--- config.mk ---
export PLATFORM = sky130hd
export DESIGN_NAME = matmul_engine_nxn_flat
export DESIGN_NICKNAME = d
export VERILOG_FILES = /design/src/rtl/matmul_engine_nxn_if.sv /design/src/rtl/matmul_engine_nxn.sv /design/src/flat_wrapper.sv
export SDC_FILE = /design/constraint.sdc
export NUM_CORES = 1
export LEC_CHECK = 0
export ABC_AREA = 1
export BUFFER_PORTS_ARGS = -buffer_cell sky130_fd_sc_hd__buf_2
export CAP_MARGIN = 0
export CORE_ASPECT_RATIO = 1.75
export CORE_UTILIZATION = 57
export CTS_BUF_LIST = sky130_fd_sc_hd__clkbuf_8
export DETAILED_ROUTE_END_ITERATION = 10
export PLACE_DENSITY = 0.73
export RECOVER_POWER = 25
export SKIP_LAST_GASP = 1
export SLEW_MARGIN = 20
export SYNTH_ARGS = -nofsm -noshare
export SYNTH_HDL_FRONTEND = slang
export SYNTH_SLANG_ARGS = --single-unit
--- constraint.sdc ---
create_clock -name clk -period 7.3 [get_ports clk]
set_clock_uncertainty 0.1 [all_clocks]
set_input_delay 1.46 -clock clk [delete_from_list [all_inputs] [get_ports clk]]
set_output_delay 1.46 -clock clk [all_outputs]
set_load 0.03 [all_outputs]
--- src/rtl/matmul_engine_nxn_if.sv ---
// Host-side bus of the NxN matmul engine: element load port, run
// control/status and the row-major C readout stream.
interface matmul_engine_nxn_if #(
  parameter int N      = 2,
  parameter int DATA_W = 8,
  parameter int OUT_W  = 8
);
  localparam int IW = $clog2(N);

  logic                     load_en;
  logic                     load_sel_ab;
  logic [IW-1:0]            load_row;
  logic [IW-1:0]            load_col;
  logic signed [DATA_W-1:0] in_data;
  logic                     load_ready;
  logic                     acc_mode;
  logic                     busy;
  logic                     done;
  logic                     out_valid;
  logic                     out_ready;
  logic signed [OUT_W-1:0]  out_data;
  logic                     out_last;

  modport slave (
    input  load_en, load_sel_ab, load_row, load_col, in_data, acc_mode, out_ready,
    output load_ready, busy, done, out_valid, out_data, out_last
  );

  modport master (
    output load_en, load_sel_ab, load_row, load_col, in_data, acc_mode, out_ready,
    input  load_ready, busy, done, out_valid, out_data, out_last
  );
endinterface

--- src/rtl/matmul_engine_nxn.sv ---
// NxN signed matrix multiply (C = A*B or C += A*B) on an output-stationary
// MAC grid. A enters from the left, B from the top, both diagonally skewed;
// C is streamed row-major with optional saturation.

// One grid cell: forwards its operands right/down and accumulates a*b.
module matmul_engine_nxn_pe #(
  parameter int DATA_W = 8,
  parameter int ACC_W  = 21
) (
  input  logic                     clk,
  input  logic                     rst,
  input  logic                     clr_i,
  input  logic                     mac_i,
  input  logic                     pass_i,
  input  logic signed [DATA_W-1:0] a_i,
  input  logic signed [DATA_W-1:0] b_i,
  output logic signed [DATA_W-1:0] a_o,
  output logic signed [DATA_W-1:0] b_o,
  output logic signed [ACC_W-1:0]  acc_o
);
  logic signed [DATA_W-1:0]   a_q, b_q;
  logic signed [ACC_W-1:0]    acc_q;
  logic signed [2*DATA_W-1:0] prod;

  assign prod  = a_i * b_i;
  assign a_o   = a_q;
  assign b_o   = b_q;
  assign acc_o = acc_q;

  // Operand forwarding (zeroed outside feeding) and wrapping accumulation.
  always_ff @(posedge clk) begin
    if (!rst) begin
      a_q   <= '0;
      b_q   <= '0;
      acc_q <= '0;
    end else begin
      a_q <= pass_i ? a_i : '0;
      b_q <= pass_i ? b_i : '0;
      if (clr_i)
        acc_q <= '0;
      else if (mac_i)
        acc_q <= acc_q + {{(ACC_W-2*DATA_W){prod[2*DATA_W-1]}}, prod};
    end
  end
endmodule

module matmul_engine_nxn #(
  parameter int N      = 2,
  parameter int DATA_W = 8,
  parameter int OUT_W  = 8,
  parameter int SAT    = 1
) (
  input  logic              clk,
  input  logic              rst,
  matmul_engine_nxn_if.slave bus
);
  localparam int ACC_W = 2*DATA_W + $clog2(N) + 4;
  localparam int IW    = $clog2(N);
  localparam int TW    = $clog2(3*N-2);
  localparam int NN    = N*N;
  localparam int KW    = $clog2(NN);
  localparam logic [TW-1:0] LAST_T = TW'(3*N-3);
  localparam logic [KW-1:0] LAST_K = KW'(NN-1);
  localparam logic signed [ACC_W-1:0] OMAX = ACC_W'((64'sd1 <<< (OUT_W-1)) - 64'sd1);
  localparam logic signed [ACC_W-1:0] OMIN = ~OMAX;

  typedef enum logic [1:0] {S_IDLE, S_FEED, S_OUT} state_t;

  state_t state_q, state_d;
  logic [TW-1:0] t_q;
  logic [KW-1:0] k_q;
  logic          done_q;

  logic [N-1:0][N-1:0][DATA_W-1:0] a_mat_q, b_mat_q;
  logic [N-1:0][N-1:0]             lda_q, ldb_q;

  logic [N-1:0][DATA_W-1:0]        a_feed, b_feed;
  logic [N-1:0][N-1:0][DATA_W-1:0] a_in, b_in, a_out, b_out;
  logic [NN-1:0][ACC_W-1:0]        acc_w;
  logic signed [ACC_W-1:0]         acc_sel;
  logic signed [OUT_W-1:0]         res;

  logic start, fin, mac_en, pass_en, acc_clr, last_t;

  assign last_t  = (t_q == LAST_T);
  assign start   = (state_q == S_IDLE) && (&lda_q) && (&ldb_q);
  assign fin     = (state_q == S_OUT) && bus.out_ready && (k_q == LAST_K);
  assign mac_en  = (state_q == S_FEED);
  assign pass_en = (state_q == S_FEED) && !last_t;
  assign acc_clr = start && !bus.acc_mode;

  // State register.
  always_ff @(posedge clk) begin
    if (!rst) state_q <= S_IDLE;
    else      state_q <= state_d;
  end

  // Next-state: loads complete -> feed 3N-2 skewed cycles -> drain C.
  always_comb begin
    state_d = state_q;
    case (state_q)
      S_IDLE:  if (start)  state_d = S_FEED;
      S_FEED:  if (last_t) state_d = S_OUT;
      S_OUT:   if (fin)    state_d = S_IDLE;
      default:             state_d = S_IDLE;
    endcase
  end

  // Feed cycle counter, readout index and the one-shot done flag.
  always_ff @(posedge clk) begin
    if (!rst) begin
      t_q    <= '0;
      k_q    <= '0;
      done_q <= 1'b0;
    end else begin
      t_q    <= (state_q == S_FEED && !last_t) ? t_q + 1'b1 : '0;
      done_q <= (state_q == S_FEED) && last_t;
      if (state_q != S_OUT)
        k_q <= '0;
      else if (bus.out_ready)
        k_q <= fin ? '0 : k_q + 1'b1;
    end
  end

  // Element store and per-matrix loaded bits; only written while idle.
  always_ff @(posedge clk) begin
    if (!rst) begin
      a_mat_q <= '0;
      b_mat_q <= '0;
      lda_q   <= '0;
      ldb_q   <= '0;
    end else if (fin) begin
      lda_q <= '0;
      ldb_q <= '0;
    end else if (bus.load_en && state_q == S_IDLE) begin
      for (int r = 0; r < N; r++)
        for (int c = 0; c < N; c++)
          if (bus.load_row == IW'(r) && bus.load_col == IW'(c)) begin
            if (bus.load_sel_ab) begin
              b_mat_q[r][c] <= bus.in_data;
              ldb_q[r][c]   <= 1'b1;
            end else begin
              a_mat_q[r][c] <= bus.in_data;
              lda_q[r][c]   <= 1'b1;
            end
          end
    end
  end

  // Skewed edge inputs: row i gets A[i][t-i], column j gets B[t-j][j].
  always_comb begin
    a_feed = '0;
    b_feed = '0;
    if (state_q == S_FEED)
      for (int i = 0; i < N; i++)
        for (int k = 0; k < N; k++)
          if (int'(t_q) == i + k) begin
            a_feed[i] = a_mat_q[i][k];
            b_feed[i] = b_mat_q[k][i];
          end
  end

  for (genvar i = 0; i < N; i++) begin : g_row
    for (genvar j = 0; j < N; j++) begin : g_col
      if (j == 0) begin : g_al
        assign a_in[i][j] = a_feed[i];
      end else begin : g_ai
        assign a_in[i][j] = a_out[i][j-1];
      end
      if (i == 0) begin : g_bt
        assign b_in[i][j] = b_feed[j];
      end else begin : g_bi
        assign b_in[i][j] = b_out[i-1][j];
      end
      matmul_engine_nxn_pe #(.DATA_W(DATA_W), .ACC_W(ACC_W)) u_pe (
        .clk   (clk),
        .rst   (rst),
        .clr_i (acc_clr),
        .mac_i (mac_en),
        .pass_i(pass_en),
        .a_i   (a_in[i][j]),
        .b_i   (b_in[i][j]),
        .a_o   (a_out[i][j]),
        .b_o   (b_out[i][j]),
        .acc_o (acc_w[i*N+j])
      );
    end
  end

  assign acc_sel = acc_w[k_q];

  // Clamp or truncate the selected accumulator to the output width.
  always_comb begin
    res = acc_sel[OUT_W-1:0];
    if (SAT != 0) begin
      if (acc_sel > OMAX)      res = OMAX[OUT_W-1:0];
      else if (acc_sel < OMIN) res = OMIN[OUT_W-1:0];
    end
  end

  assign bus.load_ready = (state_q == S_IDLE);
  assign bus.busy       = (state_q != S_IDLE);
  assign bus.done       = done_q;
  assign bus.out_valid  = (state_q == S_OUT);
  assign bus.out_data   = (state_q == S_OUT) ? res : '0;
  assign bus.out_last   = (state_q == S_OUT) && (k_q == LAST_K);
endmodule

--- src/flat_wrapper.sv ---
// flat-port wrapper written by rule: the top's interface ports become plain ports
module matmul_engine_nxn_flat 
#(
  parameter int N      = 2,
  parameter int DATA_W = 8,
  parameter int OUT_W  = 8,
  parameter int SAT    = 1
)
  (clk, rst, bus_load_en, bus_load_sel_ab, bus_load_row, bus_load_col, bus_in_data, bus_acc_mode, bus_out_ready, bus_load_ready, bus_busy, bus_done, bus_out_valid, bus_out_data, bus_out_last);
  matmul_engine_nxn_if #(.N(N), .DATA_W(DATA_W), .OUT_W(OUT_W)) bus_i ();
  input  logic clk;
  input  logic rst;
  input wire logic [$bits(bus_i.load_en)-1:0] bus_load_en;
  input wire logic [$bits(bus_i.load_sel_ab)-1:0] bus_load_sel_ab;
  input wire logic [$bits(bus_i.load_row)-1:0] bus_load_row;
  input wire logic [$bits(bus_i.load_col)-1:0] bus_load_col;
  input wire logic [$bits(bus_i.in_data)-1:0] bus_in_data;
  input wire logic [$bits(bus_i.acc_mode)-1:0] bus_acc_mode;
  input wire logic [$bits(bus_i.out_ready)-1:0] bus_out_ready;
  output wire logic [$bits(bus_i.load_ready)-1:0] bus_load_ready;
  output wire logic [$bits(bus_i.busy)-1:0] bus_busy;
  output wire logic [$bits(bus_i.done)-1:0] bus_done;
  output wire logic [$bits(bus_i.out_valid)-1:0] bus_out_valid;
  output wire logic [$bits(bus_i.out_data)-1:0] bus_out_data;
  output wire logic [$bits(bus_i.out_last)-1:0] bus_out_last;
  assign bus_i.load_en = bus_load_en;
  assign bus_i.load_sel_ab = bus_load_sel_ab;
  assign bus_i.load_row = bus_load_row;
  assign bus_i.load_col = bus_load_col;
  assign bus_i.in_data = bus_in_data;
  assign bus_i.acc_mode = bus_acc_mode;
  assign bus_i.out_ready = bus_out_ready;
  assign bus_load_ready = bus_i.load_ready;
  assign bus_busy = bus_i.busy;
  assign bus_done = bus_i.done;
  assign bus_out_valid = bus_i.out_valid;
  assign bus_out_data = bus_i.out_data;
  assign bus_out_last = bus_i.out_last;
  matmul_engine_nxn #(.N(N), .DATA_W(DATA_W), .OUT_W(OUT_W), .SAT(SAT)) u_core (.clk(clk), .rst(rst), .bus(bus_i));
endmodule
==> flow_metrics.env, run 1 <==
export IMPL_grt_usage=0.353
export IMPL_rows=97
export IMPL_rr_worst_depth=32
export IMPL_ys_seq_area_frac=0.169
export IMPL_die_h_um=269
export IMPL_numPortBuffers=28
export IMPL_setup_tns_ns=0
export IMPL_fp_dieArea_um2=41500
export IMPL_yosysMostFrequentCell="inv_1"
export IMPL_clk_insertion_delay_late_ns=0.54
export IMPL_maxSlewHeadroom=-0.766
export IMPL_grt_max_degree=70
export IMPL_nets=3818
export IMPL_hold_class="register to register"
export IMPL_hpwl_um=58000
export IMPL_cp_required_ns=7.63
export IMPL_num_vias=21600
export IMPL_finish_utilization=0.612
export IMPL_io_pins=29
export IMPL_synth_edff_count=0
export IMPL_syn_to_final_growth_pct=5.84
export IMPL_post_route_drc_count=0
export IMPL_synth_top_area_cell="fa_1"
export IMPL_fin_crit_ns=6.93
export IMPL_mappedNetlistArea_um2=23100
export IMPL_dp_slack_ns=0.191
export IMPL_timing_rr_end="u_core.g_row[0].g_col[0].u_pe.acc_o[19]$_SDFFE_PP0N_"
export IMPL_setup_worst_path_class="register to register"
export IMPL_r2r_start="u_core.t_q[1]$_SDFF_PN0_"
export IMPL_synth_area_leaders="fa_1 19%, dfxtp_1 17%, ha_1 11%"
export IMPL_cts_root_buf="clkbuf_8"
export IMPL_worstPathMaxFanout=32
export IMPL_ys_flop_type="dfxtp_1"
export IMPL_vdd_drop_max_v=0.000127
export IMPL_slew_violations=70
export IMPL_cpMostUsedCell="inv_1"
export IMPL_critical_path_max_stage_delay_ns=0.53
export IMPL_gp_routability_congestion=1.03
export IMPL_syn_area_per_cell_um2=6.87
export IMPL_leakage_nw=12.6
export IMPL_crit_path_end_kind="register"
export IMPL_antenna_left=0
export IMPL_violations="capacitance limit, slew limit"
export IMPL_grt_pass1_vias=22300
export IMPL_cts_buffers=17
export IMPL_ys_top_cells_by_count="664 x inv_1, 575 x nor2_1, 556 x nand2_1"
export IMPL_clk_pin_slew_ns=0.13
export IMPL_clk_path_buf_depth=2
export IMPL_drt_wl_total_um=70700
export IMPL_viasPerCell=5.56
export IMPL_antenna_found_initial=2
export IMPL_fin_total_pwr_mw=1.99
export IMPL_layout_cells_non_filler=3878
export IMPL_cts_sinks=195
export IMPL_status="finished with violations"
export IMPL_setup_viol=0
export IMPL_initial_core_util=0.578
export IMPL_critPathCapture="u_core.g_row[0].g_col[0].u_pe.acc_o[19]$_SDFFE_PP0N_"
export IMPL_drt_initial_drc_count=1305
export IMPL_setup_worst_path_start_class="register"
export IMPL_final_fill_count=3856
export IMPL_yosysUniqueCellTypes=56
export IMPL_rsz0062_at_grt="true"
export IMPL_cp_startpoint="u_core.t_q[1]$_SDFF_PN0_"
export IMPL_cts_tree="built"
export IMPL_rrSetupSlack_ns=0.37
export IMPL_core_area_um2=40100
export IMPL_dpl_cell_count=3831
export IMPL_holdWs_ns=0.394
export IMPL_drive_gt1_frac=0.0583
export IMPL_yosys_warnings=0
export IMPL_synth_fp_nets=3820
export IMPL_post_dp_cell_area_um2=23700
export IMPL_die_w_um=154
export IMPL_power_density_nw_per_um2=81.3
export IMPL_cap_violations=1
export IMPL_stdcell_area_um2=24500
export IMPL_ctsHoldBuffers=0
export IMPL_netlist_instances=3370
export IMPL_setup_ws_ns=0.374
export IMPL_max_freq_ghz=0.144
export IMPL_async_reset_ff_frac=0
export IMPL_htree_levels=4
export IMPL_wl_per_cell_um=18.2
export IMPL_tightest_slew_ns=2.65
export IMPL_cp_slowest_cell="fa_1"
export IMPL_finalCritPeriodShare=0.949
export IMPL_grt_pass1_wl_um=112000
export IMPL_timing_final_hold_violations=0
export IMPL_critPathArrivalTime_ns=7.26
export IMPL_first_pass_iters=5
export IMPL_ys_ff_latch=195
export IMPL_grt_overflow=0
export IMPL_synth_top_area_frac=0.194
[state kept, by name, summed over array words and instances (netlist names)]
| signal | flops |
|---|---|
| u_core.g_row.g_col.u_pe.acc_o | 84 |
| u_core.a_mat_q | 32 |
| u_core.b_mat_q | 32 |
| u_core.g_row.g_col.u_pe.a_o | 16 |
| u_core.g_row.g_col.u_pe.b_o | 16 |
| u_core.lda_q | 4 |
| u_core.ldb_q | 4 |
| u_core.k_q | 2 |
| u_core.state_q | 2 |
| u_core.t_q | 2 |
| u_core.bus.done | 1 |
[where the power goes]
part / internal (mW) / switching (mW) / total, mW
clock network: 0.293 / 0.551 / 0.844
registers: 1.08 / 0.00943 / 1.09
logic: 0.0143 / 0.0460 / 0.0602
total: 1.39 / 0.607 / 1.99
[logic make-up (layout without fill, tap and decap cells)]
family                     Yosys count  count (layout)  share of synthesized area
and+or+nand+nor                   1415            1415                      0.253
muxes                                1               1                   0.000432
AOI/OAI and AO/OA                  479             479                      0.112
buffers and inverters              765             776                      0.127
DFF                                195             195                      0.169
adders and majority gates          434             434                      0.307
other                                0               2                          0
xor gates and xnor gates            81              81                     0.0306
[timing repair]
item	in CTS	in global routing
resized for setup	0	49
endpoints found under the setup margin	0	22
buffers inserted	0	11
[critical path: cells and delay by family (launching register included)]
family          cells  cell delay, ns
xor+xnor            1            0.17
flops               1            0.38
fa+ha+maj           7            2.88
simple gates       11            1.41
buf+inv             9            1.09
compound gates      4            0.79
[layout make-up]
class                   instances  area, µm²  area share
repair inverters                2       12.5    0.000511
repair buffers                 64        422      0.0172
flip-flops and latches        195       3910       0.159
well taps                     495        619      0.0253
clock buffers                  17        234     0.00955
diodes                          2       5.00    0.000204
clock inverters                15        243     0.00991
multi-input cells            2410      16500       0.673
inverters                     678       2570       0.105
[layer usage]
layer | vias up | wire length (µm) | global-route usage
li1 | 10500 | - | -
met1 | 10300 | 24000 | 0.331
met2 | 604 | 38600 | 0.702
met3 | 216 | 2740 | 0.0370
met4 | 0 | 5400 | 0.253
met5 | - | 0 | 0
[cells in the final DEF, fill, tap and decap left out, types with 5 or more instances in the layout]
master    netlist  routed
a21boi_0        6       6
a21o_1         14      14
a21oi_1       221     218
a31oi_1        10      10
buf_2          26      27
buf_4           4      35
clkbuf_8        0      17
clkinv_8        0       5
dfxtp_1       195     194
fa_1          224     221
ha_1          210     203
ha_4            0       6
inv_1         664     656
inv_12          0       5
inv_2           9      15
nand2_1       556     554
nand2_2         3       5
nand3_1       143     143
nand4_1        41      41
nor2_1        575     573
nor2_4          8       9
nor3_1         45      35
nor3_2          8      15
o211ai_1       15      15
o21ai_0       175     175
o21ai_1         5       5
o21bai_1        7       7
or2_2          23      23
xnor2_1        35      34
xor2_1         46      46
[how the worst min path moves through the flow]
stage	from	to	slack (ns)	depth (start not counted)
5_1_grt	u_core.lda_q[1]$_SDFFE_PP0P_	u_core.lda_q[1]$_SDFFE_PP0P_	0.41	2
3_3_place_gp	u_core.t_q[0]$_SDFF_PN0_	u_core.t_q[0]$_SDFF_PN0_	0.34	1
2_1_floorplan	u_core.t_q[0]$_SDFF_PN0_	u_core.t_q[0]$_SDFF_PN0_	0.33	1
3_5_place_dp	u_core.t_q[0]$_SDFF_PN0_	u_core.t_q[0]$_SDFF_PN0_	0.36	1
6_report	u_core.lda_q[1]$_SDFFE_PP0P_	u_core.lda_q[1]$_SDFFE_PP0P_	0.39	2
4_1_cts	u_core.t_q[0]$_SDFF_PN0_	u_core.t_q[0]$_SDFF_PN0_	0.39	1
(Power assumes the default switching activity.)
==> run 2: changes to the inputs <==
- CORE_ASPECT_RATIO: 1.75 -> 0.6
==> run 2 against run 1 <==
  * Highest routed layer is now met5
  * Fmax is 0.59% higher
  * Largest cell class unchanged
  * Worst setup slack improved by 0.040 ns
  * Wire length increased by 0.26%
  * Clock power rose by 2%
  * Largest power group unchanged
  * Cell count increased by 0.64%
  * The run still ends with capacitance limit, slew limit left
==> flow_metrics.env, run 2 (synthesized netlist as in run 1, its figures left out) <==
export IMPL_status="finished with violations"
export IMPL_violations="capacitance limit, slew limit"
export IMPL_antenna_left=0
export IMPL_fp_dieArea_um2=41400
export IMPL_nets=3818
export IMPL_clk_pin_slew_ns=0.13
export IMPL_post_route_drc_count=0
export IMPL_power_density_nw_per_um2=81.9
export IMPL_htree_levels=4
export IMPL_met1Wirelength_um=33800
export IMPL_initial_core_util=0.586
export IMPL_setup_worst_path_start_class="register"
export IMPL_critical_path_max_stage_delay_ns=0.53
export IMPL_n_antenna_cell=0
export IMPL_ctsHoldBuffers=0
export IMPL_numPortBuffers=28
export IMPL_cts_buffers=17
export IMPL_first_pass_iters=7
export IMPL_cp_required_ns=7.70
export IMPL_critPathArrivalTime_ns=7.29
export IMPL_fin_total_pwr_mw=2.01
export IMPL_worstPathMaxFanout=11
export IMPL_grt_pass1_vias=20800
export IMPL_syn_to_final_growth_pct=6.17
export IMPL_crit_path_end_kind="register"
export IMPL_cap_violations=1
export IMPL_gp_routability_congestion=1.00
export IMPL_cp_startpoint="u_core.t_q[0]$_SDFF_PN0_"
export IMPL_wl_met3_um=8190
export IMPL_viasPerCell=5.59
export IMPL_finalCritPeriodShare=0.943
export IMPL_grt_overflow=0
export IMPL_setup_viol=0
export IMPL_r2r_start="u_core.t_q[0]$_SDFF_PN0_"
export IMPL_drt_initial_drc_count=2451
export IMPL_drt_wl_total_um=70800
export IMPL_top_layer="met5"
export IMPL_cts_tree="built"
export IMPL_p_seq_frac=0.540
export IMPL_num_vias=21800
export IMPL_rows=56
export IMPL_largest_reg_flops=84
export IMPL_cp_slowest_cell="fa_1"
export IMPL_die_w_um=262
export IMPL_setup_worst_path_class="register to register"
export IMPL_core_area_um2=39500
export IMPL_grt_usage=0.352
export IMPL_cts_sinks=195
export IMPL_p_sw_uw=625
export IMPL_grt_max_degree=81
export IMPL_slew_violations=70
export IMPL_sw_frac_of_total=0.310
export IMPL_setup_tns_ns=0
export IMPL_final_common_cell="inv_1"
export IMPL_clk_path_buf_depth=2
export IMPL_cpMostUsedCell="inv_1"
export IMPL_cts_root_buf="clkbuf_8"
export IMPL_combPwrFrac=0.031
export IMPL_clk_insertion_delay_late_ns=0.56
export IMPL_fin_crit_ns=6.89
export IMPL_grt_pass1_wl_um=112000
export IMPL_antenna_found_initial=1
export IMPL_hold_class="register to register"
export IMPL_leakage_nw=12.6
export IMPL_drive_gt1_frac=0.0609
export IMPL_wl_per_cell_um=18.2
export IMPL_timing_final_hold_violations=0
export IMPL_hp_start="u_core.t_q[0]$_SDFF_PN0_"
export IMPL_wl_met2_um=27500
export IMPL_tightest_slew_ns=2.57
export IMPL_vdd_drop_max_v=0.0000879
export IMPL_die_h_um=158
export IMPL_max_freq_ghz=0.145
export IMPL_clkPwrFrac=0.429
export IMPL_io_pins=29
export IMPL_hpwl_um=57200
export IMPL_maxSlewHeadroom=-0.713
export IMPL_intPower_mw=1.39
export IMPL_final_cell_mix="656 x inv_1, 568 x nor2_1, 554 x nand2_1"
==> run 2: changes by cell type in the layout (fill, tap and decap cells not counted), sizes merged <==
cell | previous run | this run
clkinv | 7 | 6
diode | 2 | 0
buf | 63 | 64
clkinvlp | 5 | 2
inv | 683 | 686
==> run 2: through the flow <==
stage / hold WS, ns / std cells / setup WS (ns) / utilization / cell area, µm²
floorplan: 0.333 / 3370 / 1.05 / - / 23100
global placement: 0.344 / 3862 / 0.237 / 0.602 / 23800
detailed placement: 0.359 / 3862 / 0.0765 / 0.602 / 23800
CTS: 0.387 / 3894 / 0.0296 / 0.614 / 24300
global route: 0.402 / 3903 / -0.0112 / 0.622 / 24600
finish: 0.379 / 3903 / 0.415 / 0.622 / 24600
==> run 2: area by class of cell <==
type                            instances  area [µm²]
Clock buffer                           17         234
Inverter                              678        2560
Sequential cell                       195        3910
Timing Repair Buffer                   65         422
Timing Repair inverter                  1        5.00
Tap cell                              522         653
Fill cell                            3711       14900
Clock inverter                         15         241
Multi-Input combinational cell       2410       16600
==> run 2: what timing repair did <==
action / in CTS / in global routing
setup endpoints to repair: 0 / 24
setup buffers: 0 / 8
gates resized for setup: 0 / 60
hold endpoints to repair: 0 / 0
==> run 2: metal layers <==
| metal | vias to the layer above | global-route usage |
|---|---|---|
| met1 | 10300 | 0.535 |
| li1 | 10500 | - |
| met4 | 2 | 0.0771 |
| met3 | 90 | 0.101 |
| met2 | 966 | 0.483 |
| met5 | - | 0 |
==> run 2: final timing paths <==
path	to	slack, ns	depth (start not counted)
setup reg to reg	u_core.g_row[0].g_col[1].u_pe.acc_o[12]$_SDFFE_PP0N_	0.41	33
hold / removal	u_core.t_q[0]$_SDFF_PN0_	0.38	1
hold reg to reg	u_core.t_q[0]$_SDFF_PN0_	0.38	1
setup / recovery	u_core.g_row[0].g_col[1].u_pe.acc_o[12]$_SDFFE_PP0N_	0.41	33
==> run 2: power groups by stage <==
stage / Clock, mW / Sequential, mW / Combinational [mW]
after floorplan: 0 / 1.11 / 0.0381
after global placement: 0 / 1.11 / 0.0572
after detailed placement: 0 / 1.11 / 0.0595
after CTS: 0.864 / 1.09 / 0.0594
after global routing: 0.905 / 1.09 / 0.0671
final: 0.864 / 1.09 / 0.0615
==> run 2: critical path, delay by kind of cell (launching register included) <==
family                   cells  cell delay (ns)
AND/OR/NAND/NOR             10             1.73
flip-flops                   1             0.40
adder cells (fa/ha/maj)      7             2.91
buffers and inverters       10             0.95
AO/OA/AOI/OAI                5             0.51
XOR/XNOR                     1             0.22
